`config.mk`:
```
export PLATFORM = sky130hd
export DESIGN_NAME = cell_proc_arbiter_flat
export DESIGN_NICKNAME = d
export VERILOG_FILES = /design/src/rtl/cell_proc_arbiter_if.sv /design/src/rtl/cell_proc_arbiter.sv /design/src/flat_wrapper.sv
export SDC_FILE = /design/constraint.sdc
export NUM_CORES = 1
export LEC_CHECK = 0
export CAP_MARGIN = 40
export CORE_AREA = 10 10 250 252
export DETAILED_ROUTE_END_ITERATION = 6
export DIE_AREA = 0 0 260 262
export GPL_ROUTABILITY_DRIVEN = 0
export SETUP_SLACK_MARGIN = 0.4
export SKIP_LAST_GASP = 1
export SLEW_MARGIN = 15
export SYNTH_ARGS = -nofsm -noshare
export SYNTH_HDL_FRONTEND = slang
export SYNTH_SLANG_ARGS = --single-unit
```
`constraint.sdc`:
```
create_clock -name clk -period 2.9 [get_ports clk]
set_clock_uncertainty 0.2 [all_clocks]
set_input_delay 0.29 -clock clk [delete_from_list [all_inputs] [get_ports clk]]
set_output_delay 0.29 -clock clk [all_outputs]
set_load 0.02 [all_outputs]
```
`src/rtl/cell_proc_arbiter_if.sv`:
```
// rtl/cell_proc_arbiter_if.sv - requester, CellProcessor and response signals of the arbiter.
interface cell_proc_arbiter_if #(
   parameter int NUM_REQ = 4,
   parameter int ID_W    = 2,
   parameter int IW_W    = 128,
   parameter int PIX_W   = 8
);
   logic [NUM_REQ-1:0]      req_valid;
   logic [NUM_REQ*IW_W-1:0] req_iw;
   logic [NUM_REQ-1:0]      req_ready;
   logic [IW_W-1:0]         cp_iw;
   logic [PIX_W-1:0]        cp_result;
   logic                    resp_valid;
   logic                    resp_ready;
   logic [ID_W-1:0]         resp_id;
   logic [PIX_W-1:0]        resp_pixel;

   // master is the surrounding system (requesters, processor, consumer)
   modport master (
      output req_valid, req_iw, cp_result, resp_ready,
      input  req_ready, cp_iw, resp_valid, resp_id, resp_pixel
   );

   modport slave (
      input  req_valid, req_iw, cp_result, resp_ready,
      output req_ready, cp_iw, resp_valid, resp_id, resp_pixel
   );
endinterface

```
`src/rtl/cell_proc_arbiter.sv`:
```
// rtl/cell_proc_arbiter.sv - round-robin sharing of one CellProcessor between NUM_REQ requesters.
// Optional per-requester grant and stall counters when CELL_ARB_STATS_EN is defined.
module cell_proc_arbiter #(
   parameter int NUM_REQ = 4,
   parameter int ID_W    = 2,
   parameter int IW_W    = 128,
   parameter int PIX_W   = 8
) (
   input  logic                    clk,
   input  logic                    rst,
   cell_proc_arbiter_if.slave      bus,
   output logic                    cp_rst,
   output logic                    busy
`ifdef CELL_ARB_STATS_EN
   ,
   output logic [NUM_REQ*16-1:0]   stat_grants,
   output logic [15:0]             stat_stall
`endif
);

   typedef enum logic [1:0] {IDLE, EXEC, RESP} state_e;

   state_e            state_q;
   logic [IW_W-1:0]   iw_q;
   logic [ID_W-1:0]   id_q;
   logic [ID_W-1:0]   last_q;
   logic [PIX_W-1:0]  res_q;
   logic              resp_valid_q;
   logic              busy_q;

   logic [ID_W-1:0]   win;
   logic              any_req;
   logic              grant_en;
   logic              accept;

   // Scan from the farthest candidate down so the nearest one after last_q wins.
   always_comb begin
      win     = '0;
      any_req = 1'b0;
      for (int k = NUM_REQ; k >= 1; k--) begin
         if (bus.req_valid[ID_W'((int'(last_q) + k) % NUM_REQ)]) begin
            win     = ID_W'((int'(last_q) + k) % NUM_REQ);
            any_req = 1'b1;
         end
      end
   end

   assign grant_en      = (state_q == IDLE) || (state_q == RESP && bus.resp_ready);
   assign accept        = grant_en && any_req && !rst;
   assign bus.req_ready = accept ? (NUM_REQ'(1) << win) : '0;

   assign bus.cp_iw      = iw_q;
   assign bus.resp_valid = resp_valid_q;
   assign bus.resp_id    = id_q;
   assign bus.resp_pixel = res_q;
   assign busy           = busy_q;
   assign cp_rst         = rst;

   always_ff @(posedge clk) begin
      if (rst) begin
         state_q      <= IDLE;
         iw_q         <= '0;
         id_q         <= '0;
         last_q       <= ID_W'(NUM_REQ - 1);
         res_q        <= '0;
         resp_valid_q <= 1'b0;
         busy_q       <= 1'b0;
      end else begin
         if (accept) begin
            iw_q   <= bus.req_iw[win*IW_W +: IW_W];
            id_q   <= win;
            last_q <= win;
         end
         case (state_q)
            IDLE: begin
               if (accept) begin
                  state_q <= EXEC;
                  busy_q  <= 1'b1;
               end
            end
            EXEC: begin
               res_q        <= bus.cp_result;
               resp_valid_q <= 1'b1;
               state_q      <= RESP;
            end
            RESP: begin
               // A new grant may ride on the same edge as the response handshake.
               if (bus.resp_ready) begin
                  resp_valid_q <= 1'b0;
                  busy_q       <= accept;
                  state_q      <= accept ? EXEC : IDLE;
               end
            end
            default: begin
               state_q      <= IDLE;
               resp_valid_q <= 1'b0;
               busy_q       <= 1'b0;
            end
         endcase
      end
   end

`ifdef CELL_ARB_STATS_EN
   logic [15:0] grant_cnt_q [NUM_REQ];
   logic [15:0] stall_q;

   always_ff @(posedge clk) begin
      if (rst) begin
         for (int i = 0; i < NUM_REQ; i++) begin
            grant_cnt_q[i] <= '0;
         end
         stall_q <= '0;
      end else begin
         if (accept && grant_cnt_q[win] != 16'hFFFF) begin
            grant_cnt_q[win] <= grant_cnt_q[win] + 16'd1;
         end
         if (state_q == RESP && !bus.resp_ready && stall_q != 16'hFFFF) begin
            stall_q <= stall_q + 16'd1;
         end
      end
   end

   for (genvar g = 0; g < NUM_REQ; g++) begin : g_stat
      assign stat_grants[g*16 +: 16] = grant_cnt_q[g];
   end
   assign stat_stall = stall_q;
`endif

endmodule

```
`src/flat_wrapper.sv`:
```
// flat-port wrapper written by rule: the top's interface ports become plain ports
module cell_proc_arbiter_flat 
#(
   parameter int NUM_REQ = 4,
   parameter int ID_W    = 2,
   parameter int IW_W    = 128,
   parameter int PIX_W   = 8
)
  (clk, rst, cp_rst, busy, bus_req_valid, bus_req_iw, bus_cp_result, bus_resp_ready, bus_req_ready, bus_cp_iw, bus_resp_valid, bus_resp_id, bus_resp_pixel);
  cell_proc_arbiter_if #(.NUM_REQ(NUM_REQ), .ID_W(ID_W), .IW_W(IW_W), .PIX_W(PIX_W)) bus_i ();
  input  logic clk;
  input  logic rst;
  output logic cp_rst;
  output logic busy;
  input wire logic [$bits(bus_i.req_valid)-1:0] bus_req_valid;
  input wire logic [$bits(bus_i.req_iw)-1:0] bus_req_iw;
  input wire logic [$bits(bus_i.cp_result)-1:0] bus_cp_result;
  input wire logic [$bits(bus_i.resp_ready)-1:0] bus_resp_ready;
  output wire logic [$bits(bus_i.req_ready)-1:0] bus_req_ready;
  output wire logic [$bits(bus_i.cp_iw)-1:0] bus_cp_iw;
  output wire logic [$bits(bus_i.resp_valid)-1:0] bus_resp_valid;
  output wire logic [$bits(bus_i.resp_id)-1:0] bus_resp_id;
  output wire logic [$bits(bus_i.resp_pixel)-1:0] bus_resp_pixel;
  assign bus_i.req_valid = bus_req_valid;
  assign bus_i.req_iw = bus_req_iw;
  assign bus_i.cp_result = bus_cp_result;
  assign bus_i.resp_ready = bus_resp_ready;
  assign bus_req_ready = bus_i.req_ready;
  assign bus_cp_iw = bus_i.cp_iw;
  assign bus_resp_valid = bus_i.resp_valid;
  assign bus_resp_id = bus_i.resp_id;
  assign bus_resp_pixel = bus_i.resp_pixel;
  cell_proc_arbiter #(.NUM_REQ(NUM_REQ), .ID_W(ID_W), .IW_W(IW_W), .PIX_W(PIX_W)) u_core (.clk(clk), .rst(rst), .bus(bus_i), .cp_rst(cp_rst), .busy(busy));
endmodule
```
# Word level (Yosys, flattened, before mapping)
# Cells that the tools add are included.
[totals]
ff_bits = 144
inputBits = 527
out_inout_bits = 145
elab_cells = 62
[op_classes]
add_sub_neg = 4
magnitude_cmp = 4
n_eq_ne = 4
n_shift = 2
muxes = 30
bitwise_logic = 2
reduce_logical = 9
[ops]
columns = ["operator", "n"]
rows = [
  ["$shiftx 512x10->128", 1],
  ["$lt 2x4->1 const B", 4],
  ["$mux 1", 16],
  ["$mux 2", 6],
  ["$bmux 1 s2", 4],
  ["$pmux 1 s3", 2],
  ["$pmux 2 s3", 1],
  ["$add 2x1->2 const B", 2],
  ["$add 2x2->2 const B", 2],
  ["$mux 4", 1],
  ["$reduce_and 2->1", 2],
  ["$shl 1x2->4 const A", 1],
  ["$logic_and 1x1->1", 3],
  ["$reduce_and 3->1", 1],
  ["$eq 2x1->1 const B", 1],
  ["$eq 2x2->1 const B", 1],
  ["$logic_not 2->1", 1],
  ["$ne 2x1->1 const B", 1],
  ["$ne 2x2->1 const B", 1],
  ["$not 1->1", 2],
  ["$logic_not 1->1", 1],
  ["$logic_or 1x1->1", 1],
]

# Longest topological paths before layout
# Gate-level depths: netlist (run 1).
[depth]
ltp_word = 13
depth_mapped = 8
ltp_nobuf = 6

# Least setup slack after synthesis (run 1)
# Ideal clock, no wire load.
[synth_timing]
path_type = "input-to-output"
start = "input bus_resp_ready"
end = "output bus_req_ready[0]"
arrival_ns = 1.796
required_time_ns = 2.410
setup_slack_ns = 0.614
cell_stages = 7
n_path_buf = 3
cell_sequence = "inv_1 -> a221o_1 -> nand2b_1 -> buf_2 -> buf_2 -> buf_2 -> nor3_1"
[synth_via]
elab_chain_cells = 5
[synth_rtl]
columns = ["item", "line_no", "rtl"]
rows = [
  ["from (decl)", "flat_wrapper.sv:18", "input wire logic [$bits(bus_i.resp_ready)-1:0] bus_resp_ready;"],
  ["$logic_and 1x1->1", "cell_proc_arbiter.sv:48", "assign grant_en = (state_q == IDLE) || (state_q == RESP && bus.resp_ready);"],
  ["$logic_or 1x1->1", "cell_proc_arbiter.sv:48", ""],
  ["$logic_and 1x1->1 (2 in a row)", "cell_proc_arbiter.sv:49", "assign accept = grant_en && any_req && !rst;"],
  ["$mux 4", "cell_proc_arbiter.sv:50", "assign bus.req_ready = accept ? (NUM_REQ'(1) << win) : '0;"],
  ["to (decl)", "flat_wrapper.sv:19", "output wire logic [$bits(bus_i.req_ready)-1:0] bus_req_ready;"],
]
# Every way passes these cells.

# Worst setup path in the final report (run 1)
[layout_timing]
start = "input bus_req_valid[1]"
end = "register u_core.iw_q[37] (netlist: u_core.bus.cp_iw[37])"
[layout_via]
elab_chain_cells = 9
word_cells_on_any_way = 23
classes_between = "shift: 1; mux: 20; reduce/logical: 2"
[layout_rtl]
columns = ["item", "line_no", "rtl"]
rows = [
  ["from (decl)", "flat_wrapper.sv:15", "input wire logic [$bits(bus_i.req_valid)-1:0] bus_req_valid;"],
  ["parallel branches: the longest is 9 deep, another holds $shiftx 512x10->128", "--", ""],
  ["to (signal assigned)", "cell_proc_arbiter.sv:70", "iw_q <= bus.req_iw[win*IW_W +: IW_W];"],
  ["to (decl)", "cell_proc_arbiter.sv:24", "logic [IW_W-1:0] iw_q;"],
]
# Several ways; the timed one is not identified. The select of a mux whose other input is x is not followed.
# A chain may end at the register's enable or synchronous reset.

==> flow_metrics.tcl, run 1 <==
set metrics [dict create \
    die_x_um 260 \
    dieArea_um2 68120 \
    power_density_nw_per_um2 520.1 \
    run_status "finished clean" \
    synth_area_leaders "dfxtp_1 31%, mux2i_1 27%, mux2_2 15%" \
    ir_drop_uv 417.1 \
    use_met1_pct 13.07 \
    post_dp_cell_area_um2 16860 \
    maxSlewViolCount 0 \
    place_hpwl_um 38180 \
    syn_area_per_cell_um2 10.01 \
    area_growth_pct 85.83 \
    ff2ff_path_depth 8 \
    critPathLaunchType "primary input" \
    multi_input_area_um2 5722 \
    clock_latency_ns 0.47 \
    path_clk_slew_ns 0.07 \
    io_pins 672 \
    cp.required_ns 3.04 \
    worstPathMaxFanout 34 \
    grt_max_degree 130 \
    crit_top_cell "buf_4" \
    cts_sinks 144 \
    ys_ff_latch 144 \
    hp-class "primary input to register" \
    grtUsageTotal_pct 12.96 \
    cp_slowest_cell "clkdlybuf4s50_1" \
    netlist.area_leader.share_pct 30.57 \
    numCtsBuffers 17 \
    final_core_util_pct 30.55 \
    hold_viol 0 \
    critPathArrivalTime_ns 2.57 \
    holdWs_ns 0.1648 \
    crit_path_max_incr_delay_ns 0.47 \
    nFillCells 5990 \
    setup_viol 0 \
    cts_buffer_depth 2 \
    layout-drive-gt1-share_pct 15.51 \
    antenna_found_initial 1 \
    grt_pass1_vias 10640 \
    most-common-layout-cells "665 x clkdlybuf4s50_1, 256 x mux2i_1, 143 x dfxtp_1" \
    fin_crit_ns 2.432 \
    syn_inst 942 \
    yosys.area_share.adder_pct 0 \
    final_common_cell "clkdlybuf4s50_1" \
    whs_path_depth 3 \
    use_met2_pct 23.89 \
    path_cells "clkdlybuf4s50_1 > buf_4 > nor3b_2 > a211oi_4 > buf_4 > buf_12 > buf_4 > mux2i_1 > mux2_2 > o21ai_1" \
    port_buffers 671 \
    stdcell_area_um2 17520 \
    preCtsSetupSlack_ns -0.05324 \
    syn_area_um2 9430 \
    gr-total-overflow 0 \
    drv_cap 0 \
    tightest_slew_ns 0.7723 \
    synth-simple-area-share_pct 8.863 \
    cts_tree "built" \
    cts_root_buf "clkbuf_16" \
    via_per_inst 4.084 \
    synth_top_family_by_area "multiplexers" \
    routed_wirelength_um 46490 \
    synthXorXnorAreaFrac_pct 0 \
    synth_compound_area_share_pct 8.850 \
    synth_nets 1469 \
    initial_utilization_pct 16.44 \
    regArea_um2 2884 \
    fin_nets 2126 \
    leakagePower_nw 6.639 \
    num_vias 9711 \
    grt.met3_usage_pct 4.758 \
    seq_area_frac_synth_pct 30.57 \
    first_pass_iters 4 \
    core_area_um2 57370 \
    fmax_mhz 411.2 \
    ys_types 31 \
    drcViolationCount 0 \
    yosys.area.top_type "dfxtp_1" \
    hold_buffers 0 \
    grt_pass1_wl_um 66980 \
    die_y_um 262 \
    relSlewSlack_pct 48.51 \
    rsz0062_at_grt "yes" \
    timing.final.ws_setup_ns 0.4684 \
    drt_iter0_markers 363 \
    grt_most_used_layer "met2" \
    crit_type "primary input to register" \
    end_kind "register" \
    muxShareOfSynthArea_pct 42.46 \
    synth-warning-count 0 \
    drt.antenna.violating_nets 0 \
    post_drt_wl_per_cell_um 19.55 \
    post-route-period-util_pct 83.85 \
    rows 88 \
    htree_levels 4 \
]
[flip-flops by register name, summed over array words and instances, names as in the netlist]
signal	cells
u_core.bus.resp_valid	1
u_core.busy	1
u_core.bus.resp_id	2
u_core.last_q	2
u_core.state_q	2
u_core.bus.cp_iw	128
u_core.bus.resp_pixel	8
[report_power, final]
part	internal, mW	switching (mW)	total (mW)
Clock	1.52	0.966	2.48
Combinational	2.30	1.86	4.16
Sequential	2.29	0.181	2.47
Total	6.11	3.00	9.11
[Yosys cell counts]
library cell,count
mux2i_1,256
o21ai_1,109
nor3_1,5
clkbuf_1,47
and2_1,1
o21a_1,1
nand2b_1,5
buf_2,5
buf_4,2
a211oi_2,1
a221o_1,1
bufbuf_8,6
buf_8,1
inv_1,3
inv_2,1
nor2b_1,1
nor2_1,11
dfxtp_1,144
mux2_2,128
buf_1,1
buf_12,21
nand2_1,19
a211o_1,1
nor3b_1,1
buf_6,8
o21ai_2,20
a21oi_1,12
and3_1,1
o211a_1,1
o21ai_0,1
nand3_1,128
[final cells by class]
class	instances	area share, %
Timing Repair Buffer	729	41.63
Clock inverter	11	1.007
Sequential cell	144	16.46
Clock buffer	21	2.685
Antenna cell	1	0.01428
Multi-Input combinational cell	703	32.65
Tap cell	765	5.462
Inverter	4	0.09996
[stage by stage]
| stage | instances | power [mW] | TNS [ns] |
|---|---|---|---|
| after floorplan | 942 | 4.934 | 0 |
| after global placement | 2342 | 6.652 | -0.02239 |
| after detailed placement | 2344 | 6.717 | -0.3115 |
| after CTS | 2377 | 9.315 | 0 |
| after global routing | 2377 | 9.617 | 0 |
| final | 2378 | 9.114 | 0 |
[layer usage]
metal | part of all wire [%] | up-vias
met3 | 8.7 | 50
met5 | 0.028 | -
met2 | 53 | 394
met4 | 2.4 | 2
met1 | 36 | 4512
li1 | - | 4753
[timing repair]
| action | 4_1_cts | 5_1_grt |
|---|---|---|
| pin swaps | 1 | 0 |
| gates cloned | 0 | 0 |
| setup buffers | 1 | 0 |
| resized for setup | 18 | 7 |
| endpoints found under the setup margin | 4 | 7 |
[worst max-delay path: cells and delay by family]
kind	cells	cell delay, ns
buffers and inverters	5	1.33
multiplexers	2	0.42
AO/OA/AOI/OAI	2	0.27
AND/OR/NAND/NOR	1	0.16
[final timing paths]
| path | startpoint | endpoint | slack, ns |
|---|---|---|---|
| max | bus_req_valid[1] | u_core.bus.cp_iw[37] | 0.47 |
| min | bus_cp_result[0] | u_core.bus.resp_pixel[0] | 0.16 |
| max reg2reg | u_core.last_q[1] | u_core.bus.cp_iw[37] | 0.51 |
| min reg2reg | u_core.bus.cp_iw[41] | u_core.bus.cp_iw[41] | 0.25 |
[logic make-up after synthesis]
logic type             count (synthesis)
multiplexers                         384
AND/OR/NAND/NOR                      172
AO/OA/AOI/OAI                        147
flip-flops                           144
buffers and inverters                 95
No activity file was read; power rests on OpenSTA's default activity.
==> inputs of run 2 (changes only) <==
clock period = 2 ns   (was 2.9 ns; I/O delays follow)
==> run 2 against run 1 <==
Compared with the run above: setup slack got worse by 0.74 ns; critical path type is now register to register; final area rose by 9.4%; register-to-register slack got worse by 0.79 ns; routed wire length rose by 6.5%; the run now ends with negative setup slack left; sequential share of layout area fell by 1.3 points; count of clock-buffer cells in the layout rose by 1; non-clock buffer count rose by 60; first-iteration DRC count fell by 14%; combinational power rose by 73%; clock power rose by 21%; total power rose by 51%; largest power group unchanged.
==> flow_metrics.tcl, run 2 (same netlist as run 1, synthesis figures left out) <==
set metrics [dict create \
    run_status "finished, violations left" \
    failed_checks "negative setup slack" \
    io_pins 672 \
    drv_cap 0 \
    dp_cells 2364 \
    fmax_mhz 439.3 \
    grtUsageTotal_pct 13.41 \
    power_density_nw_per_um2 720.3 \
    critPathArrivalTime_ns 2.46 \
    initial_utilization_pct 16.44 \
    end_kind "register" \
    path_clk_slew_ns 0.06 \
    clock_latency_ns 0.46 \
    drt_iter0_markers 311 \
    holdWs_ns 0.1022 \
    layout.cells.non_filler 2436 \
    hold_buffers 0 \
    post-route-period-util_pct 113.8 \
    via_per_inst 4.133 \
    place_hpwl_um 38160 \
    core_area_um2 57370 \
    num_vias 10070 \
    dieArea_um2 68120 \
    relSlewSlack_pct 54.31 \
    fin_crit_ns 2.276 \
    grt_pass1_wl_um 68850 \
    worstPathMaxFanout 7 \
    most-common-layout-cells "523 x clkdlybuf4s50_1, 237 x mux2i_1, 135 x dfxtp_1" \
    hp-class "primary input to register" \
    die_x_um 260 \
    gr-total-overflow 0 \
    rows 88 \
    largest_reg_flops 128 \
    drcViolationCount 0 \
    layout-drive-gt1-share_pct 26.45 \
    final_common_cell "clkdlybuf4s50_1" \
    drt.antenna.violating_nets 0 \
    routed_wirelength_um 49530 \
    rsz0062_at_grt "yes" \
    cts_tree "built" \
    cts_root_buf "clkbuf_16" \
    cp.required_ns 2.18 \
    first_pass_iters 6 \
    critPathLaunchType "register" \
    numCtsBuffers 17 \
    preCtsSetupSlack_ns -0.7461 \
    antenna_found_initial 0 \
    leakagePower_nw 8.397 \
    r2r-start "u_core.last_q[0]" \
    die_y_um 262 \
    crit_type "register to register" \
    tightest_slew_ns 0.6853 \
    port_buffers 671 \
    maxSlewViolCount 0 \
    timing.final.ws_setup_ns -0.2762 \
    setup_viol 134 \
    area_growth_pct 103.2 \
    cts_buffer_depth 2 \
    ir_drop_uv 629.9 \
    grt_max_degree 129 \
    num_antenna_cells 0 \
    cts_sinks 144 \
    post_drt_wl_per_cell_um 20.33 \
    grt_pass1_vias 11030 \
    htree_levels 4 \
    critPathLaunch "u_core.last_q[0]" \
    hold_viol 0 \
    fin_nets 2186 \
    min-delay-start "bus_cp_result[1]" \
]
## run 2: cell count changes in the layout (fill, tap and decap cells not counted), moves of 14 or more
| cell | delta |
|---|---|
| buf_6 | +29 |
| buf_8 | +17 |
| clkdlybuf4s15_1 | +14 |
| clkdlybuf4s15_2 | +52 |
| clkdlybuf4s50_1 | -142 |
| dlymetal6s2s_1 | +67 |
| mux2_2 | -30 |
| mux2_4 | +30 |
| mux2i_1 | -19 |
| mux2i_2 | +14 |
| o21ai_1 | -34 |
| o21ai_2 | +34 |
## run 2: area by class of cell
type,instances,area (um2)
fill,5842,38200
multi-input combinational,703,6140
sequential,144,2899
tap,765,957.2
clock inverter,9,58.81
inverter,4,17.52
clock buffer,22,484.2
timing repair buffer,789,8608
## run 2: per-stage QoR
step / area [um2] / setup TNS [ns] / util, % / power (mW)
detailed placement: 17100 / -84.11 / 29.81 / 9.914
global placement: 17100 / -81.94 / 29.81 / 9.856
finish: 19160 / -28.80 / 33.41 / 13.80
floorplan: 9597 / 0 / - / 7.285
CTS: 18360 / -30.47 / 32.01 / 13.60
global route: 19160 / -39.56 / 33.41 / 14.55
## run 2: critical path, cell delays in order (launching register included)
cell and delay [ns]:
dfxtp_4 0.37, nand2b_4 0.14, o21ai_2 0.06, a211o_4 0.38, buf_4 0.16, buf_12 0.14
buf_12 0.15, clkbuf_16 0.17, mux2_2 0.27, o21ai_1 0.15
## run 2: repair_timing
action	in CTS	in global routing
resized for setup	312	179
gates cloned	7	8
endpoints found under the setup margin	277	208
setup buffers	18	8
pin swaps	8	6
## run 2: report_power, final
part	internal, mW	switching (mW)
clock network	1.70	1.31
logic	4.12	3.09
registers	3.33	0.257
total	9.15	4.66
## run 2: final timing paths
kind,end,slack [ns],cells past startpoint
worst min-delay path,u_core.bus.resp_pixel[1],0.10,3
worst min register to register,u_core.bus.cp_iw[125],0.25,2
worst max-delay path,u_core.bus.cp_iw[61],-0.28,9
worst max register to register,u_core.bus.cp_iw[61],-0.28,9
## run 2: routing by layer
layer | global-route usage (%) | vias up | routed length [um]
li1 | - | 4902 | -
met1 | 14.07 | 4733 | 18520
met2 | 25.06 | 402 | 26610
met3 | 4.988 | 31 | 3848
met4 | 2.859 | 0 | 553
met5 | 0 | - | 0
==> inputs of run 3 (changes only) <==
SKIP_CTS_REPAIR_TIMING = 1   (was not set)
==> run 3 against run 2 <==
Compared with the run above: the flow still finishes with violations (negative setup slack); combinational power shrank 4.3%; highest routed layer unchanged; sequential share of layout area is 0.19 points higher; count of clock-buffer cells in the layout unchanged; first-iteration DRC count decreased by 6.4%; sequential power is essentially flat; global-route usage shrank 0.67 points; hold slack better by 0.0025 ns; non-clock buffer count is 13 lower; critical path depth increased by 1; final area fell by 1.5%; final cell count decreased by 0.53%.
==> flow_metrics.tcl, run 3 (same netlist as run 1, synthesis figures left out) <==
set metrics [dict create \
    run_status "finished, violations left" \
    failed_checks "negative setup slack" \
    num_antenna_cells 0 \
    crit_path_max_incr_delay_ns 0.37 \
    hold_viol 0 \
    path_cells "nor3b_2 > buf_4 > a211oi_4 > buf_12 > buf_6 > clkbuf_16 > clkbuf_16 > mux2i_1 > mux2_2 > o21ai_1" \
    most-common-layout-cells "530 x clkdlybuf4s50_1, 233 x mux2i_1, 141 x dfxtp_1" \
    relSlewSlack_pct 54.99 \
    tightest_slew_ns 0.6752 \
    maxSlewViolCount 0 \
    hp-class "primary input to register" \
    cts_tree "built" \
    antenna_found_initial 0 \
    power_density_nw_per_um2 714.5 \
    ir_drop_uv 626.4 \
    drcViolationCount 0 \
    grt_max_degree 129 \
    core_area_um2 57370 \
    place_hpwl_um 38160 \
    grtUsageTotal_pct 12.74 \
    die_y_um 262 \
    preCtsSetupSlack_ns -0.7461 \
    cts_root_buf "clkbuf_16" \
    cp.required_ns 2.14 \
    end_kind "register" \
    post-route-period-util_pct 115.3 \
    io_pins 672 \
    htree_levels 4 \
    dieArea_um2 68120 \
    grt.met3_usage_pct 4.892 \
    cts_sinks 144 \
    fin_nets 2173 \
    layout-drive-gt1-share_pct 20.51 \
    grt_pass1_wl_um 66110 \
    crit_buf_inv 5 \
    timing.final.ws_setup_ns -0.3069 \
    crit_family "buffers and inverters" \
    use_met2_pct 23.77 \
    cts_buffer_depth 2 \
    rows 88 \
    num_vias 9944 \
    use_met1_pct 13.26 \
    gr-total-overflow 0 \
    first_pass_iters 4 \
    multi_input_area_um2 6083 \
    fin_crit_ns 2.307 \
    initial_utilization_pct 16.44 \
    via_per_inst 4.104 \
    clock_latency_ns 0.45 \
    cp_slowest_cell "dfxtp_4" \
    regArea_um2 2892 \
    post_drt_wl_per_cell_um 19.84 \
    grt_pass1_vias 10810 \
    leakagePower_nw 9.124 \
    port_buffers 671 \
    routed_wirelength_um 48080 \
    nFillCells 5855 \
    critPathLaunchType "register" \
    drt.antenna.violating_nets 0 \
    critPathArrivalTime_ns 2.45 \
    die_x_um 260 \
    crit_type "register to register" \
    path_clk_slew_ns 0.06 \
    largest_reg_flops 128 \
    final_common_cell "clkdlybuf4s50_1" \
    grt_most_used_layer "met2" \
    numCtsBuffers 17 \
    holdWs_ns 0.1047 \
    drv_cap 0 \
    fmax_mhz 433.5 \
    drt_iter0_markers 291 \
    area_growth_pct 100.1 \
    rsz0062_at_grt "yes" \
    setup_viol 130 \
    crit_top_cell "clkbuf_16" \
    worstPathMaxFanout 11 \
]
-- run 3: cell count changes in the layout (fill, tap and decap cells not counted), sizes merged --
cell	delta
clkdlybuf4s50	+7
bufbuf	-2
clkdlybuf4s15	-66
buf	-20
dlymetal6s2s	+64
clkbuf	+4
-- run 3: worst paths after layout --
kind                       start                  endpoint  slack [ns]  cells after the start
max             u_core.last_q[0]      u_core.bus.cp_iw[26]       -0.31                     10
min             bus_cp_result[1]  u_core.bus.resp_pixel[1]        0.10                      3
max reg2reg     u_core.last_q[0]      u_core.bus.cp_iw[26]       -0.31                     10
min reg2reg  u_core.bus.cp_iw[1]       u_core.bus.cp_iw[1]        0.25                      2
-- run 3: power breakdown --
group / switching, mW / leakage [nW] / internal, mW / total [mW]
sequential: 0.248 / 1.19 / 3.33 / 3.57
combinational: 2.96 / 7.66 / 3.94 / 6.90
clock: 1.31 / 0.272 / 1.70 / 3.01
-- run 3: per-layer routing --
layer / share of wire, % / vias to the layer above / wire, um
li1: - / 4866 / -
met4: 1.4 / 0 / 697
met5: 0 / - / 0
met2: 53 / 400 / 25660
met1: 37 / 4643 / 17980
met3: 7.8 / 35 / 3736
-- run 3: worst reg2reg max path, delay by kind of cell, from the launching register on --
family | cells | cell delay (ns)
buffers and inverters | 5 | 0.83
muxes | 2 | 0.40
DFF | 1 | 0.37
AOI/OAI and AO/OA | 2 | 0.36
and+or+nand+nor | 1 | 0.05
-- run 3: layout make-up --
cell class / instances / share of cell area, %
timing repair buffer: 776 / 44.41
multi-input combinational: 703 / 32.23
sequential: 144 / 15.32
tap: 765 / 5.071
clock buffer: 22 / 2.565
clock inverter: 9 / 0.3116
inverter: 4 / 0.09281
-- run 3: through the flow --
stage	area [um2]	TNS (ns)	utilization, %	cells	total power, mW
2_1_floorplan	9597	0	-	942	7.285
3_3_place_gp	17100	-81.94	29.81	2364	9.856
3_5_place_dp	17100	-84.11	29.81	2364	9.914
4_1_cts	17640	-19.22	30.76	2395	13.07
5_1_grt	18870	-40.40	32.90	2423	14.22
6_report	18870	-27.36	32.90	2423	13.49
